`src/rtl/instr_mem_loader_pkg.sv`:
```
// Shared loader definitions: FSM state encoding,
// header width and byte-lane count.
package instr_mem_loader_pkg;

   localparam int HDR_W  = 16;
   localparam int LANES  = 4;
   localparam int LANE_W = $clog2(LANES);

   typedef enum logic [2:0] {
      HDR_LO,
      HDR_HI,
      DATA,
      WRITE,
      DONE,
      ERR
   } state_t;

endpackage

```
`src/rtl/instr_mem_loader_byte_to_word.sv`:
```
// Assembles little-endian bytes into a 32-bit word.
// Ports: clk, rst (async low), clr, shift, byte_data -> word, lane, last.
module byte_to_word
   import instr_mem_loader_pkg::*;
(
   input  logic              clk,
   input  logic              rst,
   input  logic              clr,
   input  logic              shift,
   input  logic [7:0]        byte_data,
   output logic [31:0]       word,
   output logic [LANE_W-1:0] lane,
   output logic              last
);

   always_ff @(posedge clk or negedge rst) begin
      if (!rst) begin
         word <= '0;
         lane <= '0;
      end else if (clr) begin
         lane <= '0;
      end else if (shift) begin
         // Shift right so the first byte ends in [7:0].
         word <= {byte_data, word[31:8]};
         lane <= lane + LANE_W'(1);
      end
   end

   assign last = (lane == LANE_W'(LANES - 1));

endmodule

```
`src/rtl/instr_mem_loader.sv`:
```
// Byte-stream instruction memory loader; holds the core in reset until done.
// Ports: byte handshake in, load_req, memory write port, cpu_rst/done/err.
module instr_mem_loader
   import instr_mem_loader_pkg::*;
#(
   parameter int DEPTH  = 1024,
   parameter int ADDR_W = 10
) (
   input  logic              clk,
   input  logic              rst,
   input  logic              byte_valid,
   input  logic [7:0]        byte_data,
   output logic              byte_ready,
   input  logic              load_req,
   output logic              mem_we,
   output logic [ADDR_W-1:0] mem_addr,
   output logic [31:0]       mem_wdata,
   output logic              cpu_rst,
   output logic              done,
   output logic              err
);

   localparam logic [HDR_W:0] DEPTH_W = (HDR_W + 1)'(DEPTH);

   state_t             state;
   state_t             state_n;
   logic               live;
   logic [7:0]         hdr_lo;
   logic [HDR_W-1:0]   remaining;
   logic [ADDR_W-1:0]  addr;
   logic [HDR_W-1:0]   n;
   logic               too_big;
   logic               xfer;
   logic               clr;
   logic               shift;
   logic               last;
   logic [LANE_W-1:0]  lane;

   // live keeps byte_ready low until the first edge after reset.
   assign byte_ready = live &&
      (state == HDR_LO || state == HDR_HI || state == DATA);
   assign xfer    = byte_valid && byte_ready;
   assign n       = {byte_data, hdr_lo};
   assign too_big = {1'b0, n} > DEPTH_W;

   assign mem_we   = (state == WRITE);
   assign mem_addr = addr;
   assign cpu_rst  = (state == DONE);
   assign done     = (state == DONE);
   assign err      = (state == ERR);

   byte_to_word u_b2w (
      .clk       (clk),
      .rst       (rst),
      .clr       (clr),
      .shift     (shift),
      .byte_data (byte_data),
      .word      (mem_wdata),
      .lane      (lane),
      .last      (last)
   );

   always_comb begin
      state_n = state;
      clr     = 1'b0;
      shift   = 1'b0;
      unique case (state)
         HDR_LO: if (xfer) state_n = HDR_HI;
         HDR_HI: begin
            if (xfer) begin
               if (n == '0) begin
                  state_n = DONE;
               end else if (too_big) begin
                  state_n = ERR;
               end else begin
                  state_n = DATA;
                  clr     = 1'b1;
               end
            end
         end
         DATA: begin
            if (xfer) begin
               shift = 1'b1;
               if (last) state_n = WRITE;
            end
         end
         WRITE: begin
            if (remaining == HDR_W'(1)) begin
               state_n = DONE;
            end else begin
               state_n = DATA;
               clr     = 1'b1;
            end
         end
         DONE, ERR: if (load_req) state_n = HDR_LO;
         default: state_n = HDR_LO;
      endcase
   end

   always_ff @(posedge clk or negedge rst) begin
      if (!rst) begin
         state     <= HDR_LO;
         live      <= 1'b0;
         hdr_lo    <= '0;
         remaining <= '0;
         addr      <= '0;
      end else begin
         state <= state_n;
         live  <= 1'b1;
         if (state == HDR_LO && xfer) hdr_lo <= byte_data;
         if (state == HDR_HI && xfer) begin
            remaining <= n;
            addr      <= '0;
         end
         if (state == WRITE) begin
            remaining <= remaining - HDR_W'(1);
            addr      <= addr + ADDR_W'(1);
         end
      end
   end

endmodule

```
`config.mk`:
```
export PLATFORM = sky130hd
export DESIGN_NAME = instr_mem_loader
export DESIGN_NICKNAME = d
export VERILOG_FILES = /design/src/rtl/instr_mem_loader_pkg.sv /design/src/rtl/instr_mem_loader_byte_to_word.sv /design/src/rtl/instr_mem_loader.sv
export SDC_FILE = /design/constraint.sdc
export NUM_CORES = 1
export LEC_CHECK = 0
export CORE_ASPECT_RATIO = 1.1
export CORE_MARGIN = 5
export CORE_UTILIZATION = 36
export DETAILED_ROUTE_END_ITERATION = 6
export HOLD_SLACK_MARGIN = 0.06
export PLACE_DENSITY = 0.6
export SETUP_SLACK_MARGIN = 0.02
export SLEW_MARGIN = 0
export SYNTH_ARGS = -nofsm -noshare
export SYNTH_HDL_FRONTEND = slang
export SYNTH_HIERARCHICAL = 1
export SYNTH_SLANG_ARGS = --single-unit
```
`constraint.sdc`:
```
create_clock -name clk -period 2 [get_ports clk]
set_input_delay 0.2 -clock clk [delete_from_list [all_inputs] [get_ports clk]]
set_output_delay 0.2 -clock clk [all_outputs]
set_load 0.005 [all_outputs]
```
; After elaboration in Yosys (flattened, before gate mapping)
; Cells that the tools add are included.
[word_totals]
reg_bits = 72
input_bits = 12
out_inout_bits = 47
wordCells = 59
[classes]
add_sub_neg = 3
n_lt_le_gt_ge = 1
eq_ne = 12
n_mux = 22
bitwise = 1
reduce_logical = 13
[op_table]
columns = op, n
row1 = 2-to-1 mux 16 bit, 2
row2 = 2-to-1 mux 3 bit, 8
row3 = 2-to-1 mux 10 bit, 2
row4 = == test 16 x 1 -> 1 bit (second input constant), 1
row5 = greater-than comparator 16 x 11 -> 1 bit (second input constant), 1
row6 = zero test 16 bit, 1
row7 = subtractor 16 x 1 -> 16 bit (second input constant), 1
row8 = one-hot mux 3 bit (5 select lines), 1
row9 = adder 10 x 1 -> 10 bit (second input constant), 1
row10 = != test 2 bit (second input constant), 5
row11 = == test 3 x 2 -> 1 bit (second input constant), 2
row12 = == test 3 bit (second input constant), 2
row13 = 2-to-1 mux 1 bit, 6
row14 = AND reduction 5 bit, 1
row15 = logical AND 1 bit, 4
row16 = 2-to-1 mux 2 bit, 2
row17 = nonzero test 2 bit, 2
row18 = == test 3 x 1 -> 1 bit (second input constant), 1
row19 = zero test 3 bit, 1
row20 = adder 2 x 1 -> 2 bit (second input constant), 1
row21 = == test 2 bit (second input constant), 1
row22 = logical OR 1 bit, 2
row23 = one-hot mux 1 bit (2 select lines), 1
row24 = AND reduction 2 bit, 1
row25 = other kinds (2), 2

; Depth between registers and ports, before layout
; Gate-level depths: netlist (run 1).
[depth]
word_depth = 9
depth_mapped = 10
ltp_nobuf = 8

; Cells and area by module
; The synthesis (run 1) kept the hierarchy.
[modules_own_cells]
columns = mod, instances, cells_per_inst, area_per_inst_um2, seq_area_each_um2
row1 = instr_mem_loader, 1, 213, 2065.7, 950.9
row2 = byte_to_word, 1, 76, 1447.6, 850.8

; Worst setup path after synthesis (run 1)
; Ideal clock, no wire load.
[synth_path]
path_kind = register -> register
start = register state[1]
end = register u_b2w.word[0]
setup_ns = 0.125
arrival_time_ns = 2.067
required_time_ns = 1.875
path_slack_ns = -0.192
stages_incl_launch_ff = 9
path_buffers = 3
period_less_slack_ns = 2.192
cell_sequence = dfrtp_1 clkbuf_8 nor3_2 nand2_1 o21ai_0 nor2b_4 buf_6 buf_12 mux2_4
[synth_via]
elab_chain_len = 9
word_cells_on_any_way = 14
cone_classes = eq/ne: 3 / mux: 4 / bitwise: 1 / reduce/logical: 6
[synth_rtl]
columns = item, line
row1 = start: declaration, instr_mem_loader.sv:25  ; state_t state;
row2 = start signal: assignment, instr_mem_loader.sv:108  ; state <= state_n;
row3 = == test 3 x 1 -> 1 bit / zero test 3 bit (equally long branches), "instr_mem_loader.sv:41, instr_mem_loader.sv:67"
row4 = logical OR 1 bit (2 in a row), instr_mem_loader.sv:41  ; (state == HDR_LO || state == HDR_HI || state == DATA);
row5 = logical AND 1 bit, instr_mem_loader.sv:40  ; assign byte_ready = live &&
row6 = logical AND 1 bit, instr_mem_loader.sv:42  ; assign xfer = byte_valid && byte_ready;
row7 = 2-to-1 mux 1 bit, instr_mem_loader.sv:70  ; if (xfer) begin
row8 = one-hot mux 1 bit (2 select lines) *, instr_mem_loader.sv:67  ; unique case (state)
row9 = net clr, instr_mem_loader.sv:34  ; logic clr;
row10 = NOT 1 bit (no line) *, -
row11 = AND reduction 2 bit (no line) *, -
row12 = end signal: assignment, instr_mem_loader_byte_to_word.sv:24  ; word <= {byte_data, word[31:8]};
row13 = end: declaration, instr_mem_loader_byte_to_word.sv:11  ; output logic [31:0] word,
; Mark *: on every way through the listed nets, which the timed path passes. The rest lies on a longest branch.
; A chain may end at the register's enable or synchronous reset.

; Worst setup path after layout (run 1)
[layout_path]
start = register hdr_lo[5]
end = register u_b2w.word[0]
[layout_via]
elab_chain_len = 7
word_cells_on_any_way = 8
cone_classes = order compare: 1 / mux: 4 / bitwise: 1 / reduce/logical: 2
[layout_rtl]
columns = item, line
row1 = start: declaration, instr_mem_loader.sv:28  ; logic [7:0] hdr_lo;
row2 = start signal: assignment, instr_mem_loader.sv:110  ; if (state == HDR_LO && xfer) hdr_lo <= byte_data;
row3 = greater-than comparator 16 x 11 -> 1 bit, instr_mem_loader.sv:44  ; assign too_big = {1'b0, n} > DEPTH_W;
row4 = 2-to-1 mux 1 bit, instr_mem_loader.sv:73  ; end else if (too_big) begin
row5 = 2-to-1 mux 1 bit *, instr_mem_loader.sv:71  ; if (n == '0) begin
row6 = 2-to-1 mux 1 bit *, instr_mem_loader.sv:70
row7 = one-hot mux 1 bit (2 select lines) *, instr_mem_loader.sv:67
row8 = net clr, instr_mem_loader.sv:34
row9 = NOT 1 bit (no line) *, -
row10 = AND reduction 2 bit (no line) *, -
; Marked as above.

==> reports/results.tsv, run 1 <==
stage	metric	value	unit
layout	final instance count without filler cells	531	
timing	Hold Fails Final Rpt	0	
setup_path	Crit-path slowest cell	dfrtp_1	
setup_path	Worst EP arrival	2.31	ns
routing	drt wl/cell	16.3	µm
pwr	cell-internal power	3.10	mW
logic_synthesis	Netlist Area Pre-Place	3510	µm²
cts	# H-tree levels	3	
cts	TritonCTS clock tree	yes	
pwr	sequential share of power	44.2	%
setup_path	r2r endpoint	u_b2w/word[0]	
timing	Min Clock Period, post-route	2.09	ns
grt	vias in the first global route	2868	
setup_path	crit-path max cell delay	0.41	ns
timing	Clock Skew	0.0147	ns
die	Core Region	9440	µm²
setup_path	CP Max Fanout	5	
routing	via count	2737	
setup_path	Crit Path Class	register to register	
timing	fmax	479	MHz
die	Boundary Pins	59	
timing	worst hold slack	0.281	ns
setup_path	CP top delay family	multiplexers	
setup_path	Setup crit start kind	register	
pwr	total power	4.61	mW
timing	Slew Limit Fails	0	
setup_path	crit end category	register	
grt	pin count of the biggest net entering global routing	30	
place	Place WS	-0.332	ns
layout	layout cell share with drive strength beyond 1	34.1	%
setup_path	Critical Path Stages	9	
cts	clk buf depth	2	
pwr	Net Sw Frac	32.8	%
timing	RSZ-0062 raised after global routing	true	
pwr	leak pwr	2.23	nW
setup_path	critical-path cell list	nor4_2 -> buf_4 -> nand3_4 -> mux2i_4 -> o21ai_2 -> nor2b_4 -> buf_12 -> clkbuf_16 -> mux2_4	
die	Die Area	11800	µm²
timing	fin crit share	104	%
logic_synthesis	top-area cell type share of the netlist area	51.3	%
routing	Max Used Layer	met4	
outcome	outcome	finished, violations left	
layout	Ant. Diodes	0	
cts	root buf cell	clkbuf_8	
cts	CTS Buf Count	9	
logic_synthesis	Syn. warnings	6	
die	Rows	37	
setup_path	WP buf/inv	3	
logic_synthesis	Synth async-reset ratio	100	%
layout	most frequent cells in the layout	dfrtp_1, buf_4, clkdlybuf4s50_1	
outcome	failing checks	setup timing	
routing	drc violations	0	
setup_path	reg-to-reg setup timing slack	-0.09	ns
routing	DRC violation total after the first TritonRoute iteration	157	
place	PortBufs	58	
logic_synthesis	flops & latches, synth	72	
routing	final WL	8.63	mm
layout	commonest non-fill, non-tap cell in the layout	dfrtp_1	
setup_path	Critical R2R Launch	hdr_lo[5]	
cts	clk sinks	72	
routing	met3 wire length	329	µm
pwr	Psw	1.51	mW
logic_synthesis	EDFF count, synth	0	
place	GPL Wtd Cong	0.881	
logic_synthesis	most area-consuming cells after synthesis	dfrtp_1, mux2_4, nand2_1, mux2_2, o21ai_0	
pwr	Clock Power Share	24.9	%
job	Max Cap Viol	0	
pwr	Comb pwr share	30.9	%
routing	WL met2	4.06	mm
routing	Pre-antenna DRT Iters	4	
routing	post-route ant nets	0	
grt	grt ovf	0	
pwr	PwrDens	921	nW/µm²
routing	M1 WL	4.13	mm
layout	area delta synth->final	42.3	%
timing	setup violators final	32	
routing	Via-to-Cell Ratio	5.15	
logic_synthesis	Avg Cell Area, Syn	12.2	µm²
layout	Final #Nets	426	
logic_synthesis	sequential element share of the synthesized area	51.3	%
place	HPWL Detailed	6.12	mm
logic_synthesis	count of cell types in the netlist	53	
min_path	Hold Crit Class	input port to async pin	
die	die width	104	µm
cts	clock latency on the worst-skew pair	0.34	ns
logic_synthesis	post-synth top area cell	dfrtp_1	
layout	Fillers	858	
place	Cells after DPL	503	
logic_synthesis	ys flop type	dfrtp_1	
grt	Total GRT Usage	15.0	%
die	Starting Density	37.2	%
pwr	Max VDD drop	0.000396	V
grt	initial antenna violation count	0	
setup_path	reg2reg path depth	9	
logic_synthesis	Gate Count Post-Synth	289	
die	Die Span Y	114	µm
setup_path	Required @ worst endpoint	2.22	ns
logic_synthesis	net count after synthesis	305	
timing	fin worst setup slack	-0.0893	ns
grt	first-pass GRT wire length	14.6	mm
cts	Worst-path clk slew	0.09	ns
==> power groups by stage <==
stage / clock [mW] / sequential, mW / combinational, mW
CTS: 1.18 / 2.02 / 1.42
detailed placement: 0 / 2.00 / 1.37
global placement: 0 / 2.01 / 1.34
finish: 1.15 / 2.03 / 1.42
global route: 1.24 / 2.07 / 1.59
floorplan: 0 / 1.99 / 0.661
==> cell families after synthesis <==
family	Yosys count	synth area share, %
other cells	1	0.107
flops	72	51.3
simple gates	96	15.1
buf+inv	17	3.88
xor+xnor	3	0.748
compound gates	51	10.0
fa+ha+maj	4	1.42
mux	45	17.5
==> how the worst max path moves through the flow <==
stage,startpoint,to,slack (ns)
6_report,hdr_lo[5],u_b2w/word[0],-0.09
5_1_grt,hdr_lo[5],u_b2w/word[24],-0.15
4_1_cts,hdr_lo[5],u_b2w/word[9],-0.1
3_5_place_dp,byte_data[3],u_b2w/word[9],-0.33
3_3_place_gp,byte_data[3],u_b2w/word[29],-0.26
2_1_floorplan,hdr_lo[3],u_b2w/word[0],0.06
==> state kept, by name (all words and copies together) (netlist names) <==
| signal | cells |
|---|---|
| remaining | 16 |
| u_b2w/word | 32 |
| state | 3 |
| hdr_lo | 8 |
| mem_addr | 10 |
| u_b2w/lane | 2 |
| live | 1 |
==> stage by stage <==
step | setup TNS [ns] | utilization [%] | area, µm²
after floorplan | 0 | - | 3520
after global placement | -7.54 | 48.2 | 4550
after detailed placement | -9.68 | 48.2 | 4550
after CTS | -2.29 | 52.2 | 4930
after global routing | -4.32 | 52.9 | 5000
final | -2.09 | 52.9 | 5000
==> final cells by class <==
cell class,instances,area (µm²),share of cell area (%)
Clock buffer,9,124,2.48
Clock inverter,6,71.3,1.43
Inverter,4,15.0,0.300
Multi-Input combinational cell,200,1660,33.2
Sequential cell,72,1800,36.1
Tap cell,117,146,2.93
Timing Repair Buffer,123,1180,23.5
==> synth_stat cells (2+ instances only) <==
| cell type | instances |
|---|---|
| dfrtp_1 | 72 |
| nand2_1 | 31 |
| mux2_4 | 30 |
| nor2_1 | 20 |
| o21ai_0 | 17 |
| mux2_2 | 10 |
| nand3_1 | 9 |
| a21oi_1 | 7 |
| o311ai_0 | 7 |
| mux2i_1 | 5 |
| o211ai_1 | 5 |
| clkbuf_1 | 4 |
| ha_1 | 4 |
| nand4_1 | 4 |
| nor3_1 | 4 |
| nor4_1 | 4 |
| a221o_1 | 3 |
| and3_1 | 3 |
| buf_12 | 3 |
| inv_1 | 3 |
| or3_1 | 3 |
| or4_1 | 3 |
| a211oi_1 | 2 |
| a31oi_1 | 2 |
| buf_2 | 2 |
| nand2b_1 | 2 |
| nand3b_4 | 2 |
| nor3_2 | 2 |
| xor2_1 | 2 |
==> metal layers <==
| layer | global-route usage, % | up-vias |
|---|---|---|
| li1 | - | 1304 |
| met1 | 20.5 | 1350 |
| met2 | 24.1 | 70 |
| met3 | 3.00 | 13 |
| met4 | 4.92 | 0 |
| met5 | 0 | - |
==> timing repair <==
item / CTS / global route
pin swaps: 4 / 0
hold endpoints to repair: 15 / 0
setup buffers: 6 / 3
endpoints found under the setup margin: 36 / 35
gates cloned: 2 / 1
gates resized for setup: 19 / 4
hold buffers: 1 / 0
==> worst reg2reg max path, cell delays in order (launching register included) <==
cell and delay, ns:
dfrtp_1 0.41, nor4_2 0.25, buf_4 0.16, nand3_4 0.09, mux2i_4 0.21, o21ai_2 0.20
nor2b_4 0.07, buf_12 0.14, clkbuf_16 0.16, mux2_4 0.29
Note: power is estimated with default switching activity, not from simulation.
==> run 2, diff against run 1 <==
--- a/config.mk
+++ b/config.mk
@@ -7,10 +7,10 @@
 export LEC_CHECK = 0
 export CORE_ASPECT_RATIO = 1.1
 export CORE_MARGIN = 5
-export CORE_UTILIZATION = 36
+export CORE_UTILIZATION = 30
 export DETAILED_ROUTE_END_ITERATION = 6
 export HOLD_SLACK_MARGIN = 0.06
-export PLACE_DENSITY = 0.6
+export PLACE_DENSITY = 0.52
 export SETUP_SLACK_MARGIN = 0.02
 export SLEW_MARGIN = 0
 export SYNTH_ARGS = -nofsm -noshare
==> run 2 against run 1 <==
  * The run still ends with setup timing left
  * Clock skew decreased by 0.0076 ns
  * Total power increased by 8.9%
  * Utilization decreased by 9.2 points
  * Critical path type unchanged
  * First-iteration DRC count decreased by 5.1%
  * Sequential power about the same
  * Wire length decreased by 1.0%
  * Die area increased by 18%
==> reports/results.tsv, run 2 (same netlist as run 1, synthesis figures left out) <==
stage	metric	value	unit
setup_path	Setup crit start kind	register	
cts	CTS Buf Count	9	
layout	Fillers	1077	
job	Max Cap Viol	0	
routing	via count	2668	
layout	final core utilization	43.7	%
cts	root buf cell	clkbuf_16	
pwr	Max VDD drop	0.000485	V
routing	drt wl/cell	15.3	µm
pwr	Net Sw Frac	30.7	%
grt	first-pass GRT wire length	13.9	mm
place	Placed Area	4540	µm²
place	HPWL Detailed	6.00	mm
setup_path	Required @ worst endpoint	2.21	ns
timing	worst hold slack	0.417	ns
cts	clk sinks	72	
layout	Ant. Diodes	0	
routing	post-route ant nets	0	
timing	Slew Limit Fails	0	
timing	RSZ-0062 raised after global routing	true	
grt	grt ovf	0	
pwr	cell-internal power	3.48	mW
setup_path	reg2reg path depth	10	
setup_path	CP Max Fanout	5	
pwr	Psw	1.54	mW
layout	most frequent cells in the layout	dfrtp_1, clkdlybuf4s50_1, buf_4	
cts	clk buf depth	2	
cts	# H-tree levels	3	
die	Boundary Pins	59	
grt	Total GRT Usage	12.6	%
routing	final WL	8.55	mm
place	PortBufs	58	
pwr	leak pwr	2.21	nW
routing	drc violations	0	
layout	Largest Register	u_b2w/word	
timing	Min Clock Period, post-route	2.10	ns
timing	Hold Fails Final Rpt	0	
outcome	failing checks	setup timing	
place	Place WS	-0.350	ns
die	Die Span Y	124	µm
layout	layout cell share with drive strength beyond 1	32.8	%
pwr	Clock Power Share	31.9	%
timing	fin crit share	105	%
timing	fmax	475	MHz
pwr	Comb pwr share	27.5	%
grt	initial antenna violation count	0	
die	die width	113	µm
grt	pin count of the biggest net entering global routing	73	
routing	Pre-antenna DRT Iters	4	
layout	area delta synth->final	43.0	%
layout	max reg flops	32	
cts	TritonCTS clock tree	yes	
cts	clock latency on the worst-skew pair	0.33	ns
die	Rows	41	
setup_path	Worst EP arrival	2.31	ns
die	Starting Density	30.6	%
min_path	Hold Crit Class	input port to async pin	
die	Die Area	14000	µm²
setup_path	Crit Path Class	register to register	
layout	final instance count without filler cells	558	
layout	Final #Nets	419	
setup_path	crit end category	register	
die	Core Region	11500	µm²
timing	setup violators final	32	
place	GPL Wtd Cong	0.806	
cts	Worst-path clk slew	0.06	ns
routing	Via-to-Cell Ratio	4.78	
timing	Clock Skew	0.00706	ns
layout	Final Instance Area	5020	µm²
routing	DRC violation total after the first TritonRoute iteration	149	
pwr	PwrDens	999	nW/µm²
outcome	outcome	finished, violations left	
pwr	sequential share of power	40.6	%
place	Cells after DPL	531	
grt	vias in the first global route	2749	
layout	commonest non-fill, non-tap cell in the layout	dfrtp_1	
timing	fin worst setup slack	-0.104	ns
run 2: cell types whose count changed in the layout (fill, tap and decap cells not counted), sizes merged:
cell	delta
dlygate4sd2	-2
clkinv	-1
clkinvlp	+1
clkdlybuf4s50	+3
dlymetal6s2s	-1
buf	-6
run 2: worst max-delay path, cell delays in order (launching register included):
cell     delay (ns)
dfrtp_1        0.39
inv_2          0.08
ha_4           0.14
nor4b_4        0.23
nand4_1        0.19
nand2_1        0.14
o21ai_2        0.08
nor2b_4        0.17
buf_4          0.16
buf_16         0.12
mux2_4         0.29
run 2: metal layers:
metal	wire (µm)	share of wire, %	GRT usage (%)	vias up
met4	106	1.2	4.51	0
li1	-	-	-	1292
met5	0	0	0	-
met3	369	4.3	2.64	12
met2	4000	47	20.7	64
met1	4070	48	16.5	1300
run 2: what timing repair did:
| action | 4_1_cts | 5_1_grt |
|---|---|---|
| endpoints found under the hold margin | 72 | 0 |
| setup buffers | 5 | 4 |
| pin swaps | 3 | 1 |
| hold buffers | 1 | 0 |
| setup endpoints to repair | 35 | 34 |
| gates cloned | 2 | 0 |
| resized for setup | 17 | 4 |
run 2: power groups by stage:
stage	registers, mW	logic, mW	clock network, mW
final	2.04	1.38	1.60
after global routing	2.07	1.53	1.70
after CTS	2.03	1.38	1.64
after detailed placement	2.01	1.33	0
after global placement	2.01	1.31	0
after floorplan	1.99	0.661	0
run 2: layout make-up:
type | count | area (µm²) | area share [%]
flip-flops and latches | 72 | 1800 | 35.9
inverters | 4 | 15.0 | 0.299
clock inverters | 6 | 70.1 | 1.39
clock buffers | 10 | 229 | 4.56
multi-input cells | 200 | 1640 | 32.7
repair buffers | 116 | 1080 | 21.4
well taps | 150 | 188 | 3.74
run 2: per-stage QoR:
step / power [mW] / setup TNS [ns]
3_3_place_gp: 3.32 / -8.47
3_5_place_dp: 3.34 / -9.72
4_1_cts: 5.05 / -2.39
6_report: 5.02 / -2.47
5_1_grt: 5.29 / -5.44
2_1_floorplan: 2.65 / 0
run 2: final timing paths:
| check | startpoint | slack, ns | endpoint |
|---|---|---|---|
| setup / recovery | remaining[1] | -0.10 | u_b2w/word[17] |
| hold / removal | rst | 0.42 | u_b2w/word[3] |
| setup reg to reg | remaining[1] | -0.10 | u_b2w/word[17] |
| hold reg to reg | mem_addr[9] | 0.48 | mem_addr[9] |
| max in group asynchronous | rst | 1.25 | mem_addr[0] |
| min in group clk | mem_addr[9] | 0.48 | mem_addr[9] |
==> patch, RTL diff (flow settings as in run 1) <==
Re-encode `state_t` (6 states) as Gray code, 3 bits wide.
--- a/src/rtl/instr_mem_loader_pkg.sv
+++ b/src/rtl/instr_mem_loader_pkg.sv
@@ -8,10 +8,10 @@
 
    typedef enum logic [2:0] {
-      HDR_LO,
-      HDR_HI,
-      DATA,
-      WRITE,
-      DONE,
-      ERR
+      HDR_LO = 3'b000,
+      HDR_HI = 3'b001,
+      DATA   = 3'b011,
+      WRITE  = 3'b010,
+      DONE   = 3'b110,
+      ERR    = 3'b111
    } state_t;
 
Function: same outputs for any inputs over 10 cycles, from zero or initial values and one cycle with rst low; not proved beyond that.
==> patch against run 1 <==
The run still ends with negative setup slack left. Routed wire length up 4.0%. Via count up 3.1%. Setup slack better by 0.065 ns. Cell area grew 1.4%. Area after synthesis unchanged. Sequential cell count stayed put. Count of clock-buffer cells in the layout increased by 1. Worst hold slack better by 0.091 ns.
Power is not compared: it rests on default switching activity, and its combinational part moved more than twofold at a synthesized area within 25%.
==> patch: results (changes against run 1) <==
Power
  – P_sw: 2260 uW

Placed design
  – Detail Placement HPWL: 6200 um (was 6120 um)
  – DP Area: 4610 sq um (was 4550 sq um)
  – Routability Congestion: 0.782 (was 0.881)

Status
  – Failing checks: negative setup slack (unchanged)
  – Status: finished, violations left (unchanged)

Global routing
  – Vias in the first global route: 2943 (was 2868)
  – Total global routing track utilization: 0.155 (was 0.150)
  – Pin count of the biggest net entering global routing: 32 (was 30)
  – First-pass GRT wire length: 15000 um (was 14600 um)

Layout
  – Diodes inserted: 0 (unchanged)
  – Filler instances: 840 (was 858)
  – Fraction of layout cells with a size suffix above 1: 0.351 (was 0.341)
  – Final #Nets: 433 (was 426)
  – Post-route cell area: 5070 sq um (was 5000 sq um)

STA
  – Final setup vio count: 18 (was 32)
  – Setup Skew: 0.00650 ns (was 0.0147 ns)
  – Slew Limit Headroom: 0.531
  – Final WS setup: -0.0247 ns (was -0.0893 ns)

Route
  – Initial drt markers: 88 (was 157)
  – First-pass DRT Iterations: 4 (unchanged)
  – Drt via density: 5.24 (was 5.15)
  – Final wirelength: 8980 um (was 8630 um)

Worst setup path
  – Crit-path max cell delay: 0.39 ns (was 0.41 ns)
  – CP Max Fanout: 10 (was 5)
  – Worst r2r dst: u_b2w/word[8] (was u_b2w/word[0])
  – Critical path's top delay family: simple AND/OR/NAND/NOR gates (was multiplexers)
  – Worst reg2reg startpoint: hdr_lo[7] (was hdr_lo[5])
  – CP arrival: 2.26 ns (was 2.31 ns)
  – Worst R2R Path Depth: 7 (was 9)

Yosys
  – Synth top area cells: dfrtp_1, mux2_4, mux2_2 (was dfrtp_1, mux2_4, nand2_1)
  – Syn nets: 308 (was 305)
  – Yosys cell types: 47 (was 53)
  – Commonest cells post-synth: dfrtp_1, mux2_4, nand2_1 (was dfrtp_1, nand2_1, mux2_4)
  – Async S/R FF share, synth: 1.00 (unchanged)
  – Synthesis Warnings: 6 (unchanged)

Hold path
  – Hold Path Class: input port to register (was input port to async pin)
  – Hold EP: u_b2w/word[28]

Clocking
  – Worst-path clk slew: 0.08 ns
  – Clk root buf: clkbuf_8 (unchanged)
  – Worst-skew pair later-pin latency: 0.34 ns (about the same)
==> patch: cell count changes in the layout (fill, tap and decap cells not counted), sizes merged, moves of 3 or more <==
cell	delta
dlygate4sd2	+3
buf	+6
o211ai	+3
clkdlybuf4s50	-5
nor2	-6
a21oi	-3
nor3b	+3
o311ai	-3
o21ai	+5
==> patch: repair_timing <==
item                                    CTS  global route
gates cloned                              1             0
buffers inserted                          9             1
endpoints found under the setup margin   48            36
pin swaps                                 8             3
gates resized for setup                  21             8
hold endpoints to repair                 29             0
hold buffers                              1             0
==> patch: cell type report <==
class	count	area share
sequential	72	0.355
multi-input combinational	201	0.329
timing repair buffer	128	0.235
tap	117	0.0289
clock buffer	10	0.0271
clock inverter	6	0.0183
inverter	5	0.00617
==> patch: through the flow <==
step / setup WS, ns / cells / setup TNS (ns) / hold WS (ns)
after floorplan: -0.0302 / 292 / -0.906 / -0.0956
after global placement: -0.855 / 511 / -29.15 / 0.273
after detailed placement: -0.895 / 511 / -30.72 / 0.286
after CTS: -0.0369 / 538 / -0.836 / 0.343
after global routing: -0.145 / 539 / -3.70 / 0.378
final: -0.0247 / 539 / -0.231 / 0.372
==> patch: cells by family after synthesis <==
family	count (synthesis)	synth area share
XOR/XNOR	3	0.00748
multiplexers	44	0.172
AO/OA/AOI/OAI	53	0.0983
buffers and inverters	20	0.0445
AND/OR/NAND/NOR	95	0.150
flip-flops	72	0.513
adder cells (fa/ha/maj)	4	0.0142
other	1	0.00107
==> patch: worst register-to-register path, stage by stage (launching register included) <==
cell	delay [ns]
dfrtp_1	0.39
nor4_2	0.29
nand3_1	0.16
mux2i_2	0.29
o21ai_4	0.12
nor2b_4	0.19
buf_12	0.17
mux2_4	0.30
==> patch: how the worst max path moves through the flow <==
stage	end	slack, ns	cells after the start	start
floorplan	u_b2w/word[0]	-0.03	11	state[0]
global placement	u_b2w/word[20]	-0.85	7	byte_data[0]
detailed placement	u_b2w/word[20]	-0.89	7	byte_data[0]
CTS	u_b2w/word[28]	-0.04	7	hdr_lo[7]
global route	u_b2w/word[8]	-0.14	7	remaining[11]
finish	u_b2w/word[8]	-0.02	7	hdr_lo[7]
==> patch: power groups by stage <==
stage	Combinational, uW	Sequential, uW	Clock (uW)
after floorplan	1510	2540	0
after global placement	2940	2530	0
after detailed placement	3000	2550	0
after CTS	3190	2540	1350
after global routing	3440	2630	1420
final	3190	2540	1320
==> patch: per-layer routing <==
metal	global-route usage	share of wire
met5	0	0
met4	0.0656	0.029
met3	0.0323	0.048
met2	0.251	0.46
met1	0.204	0.47
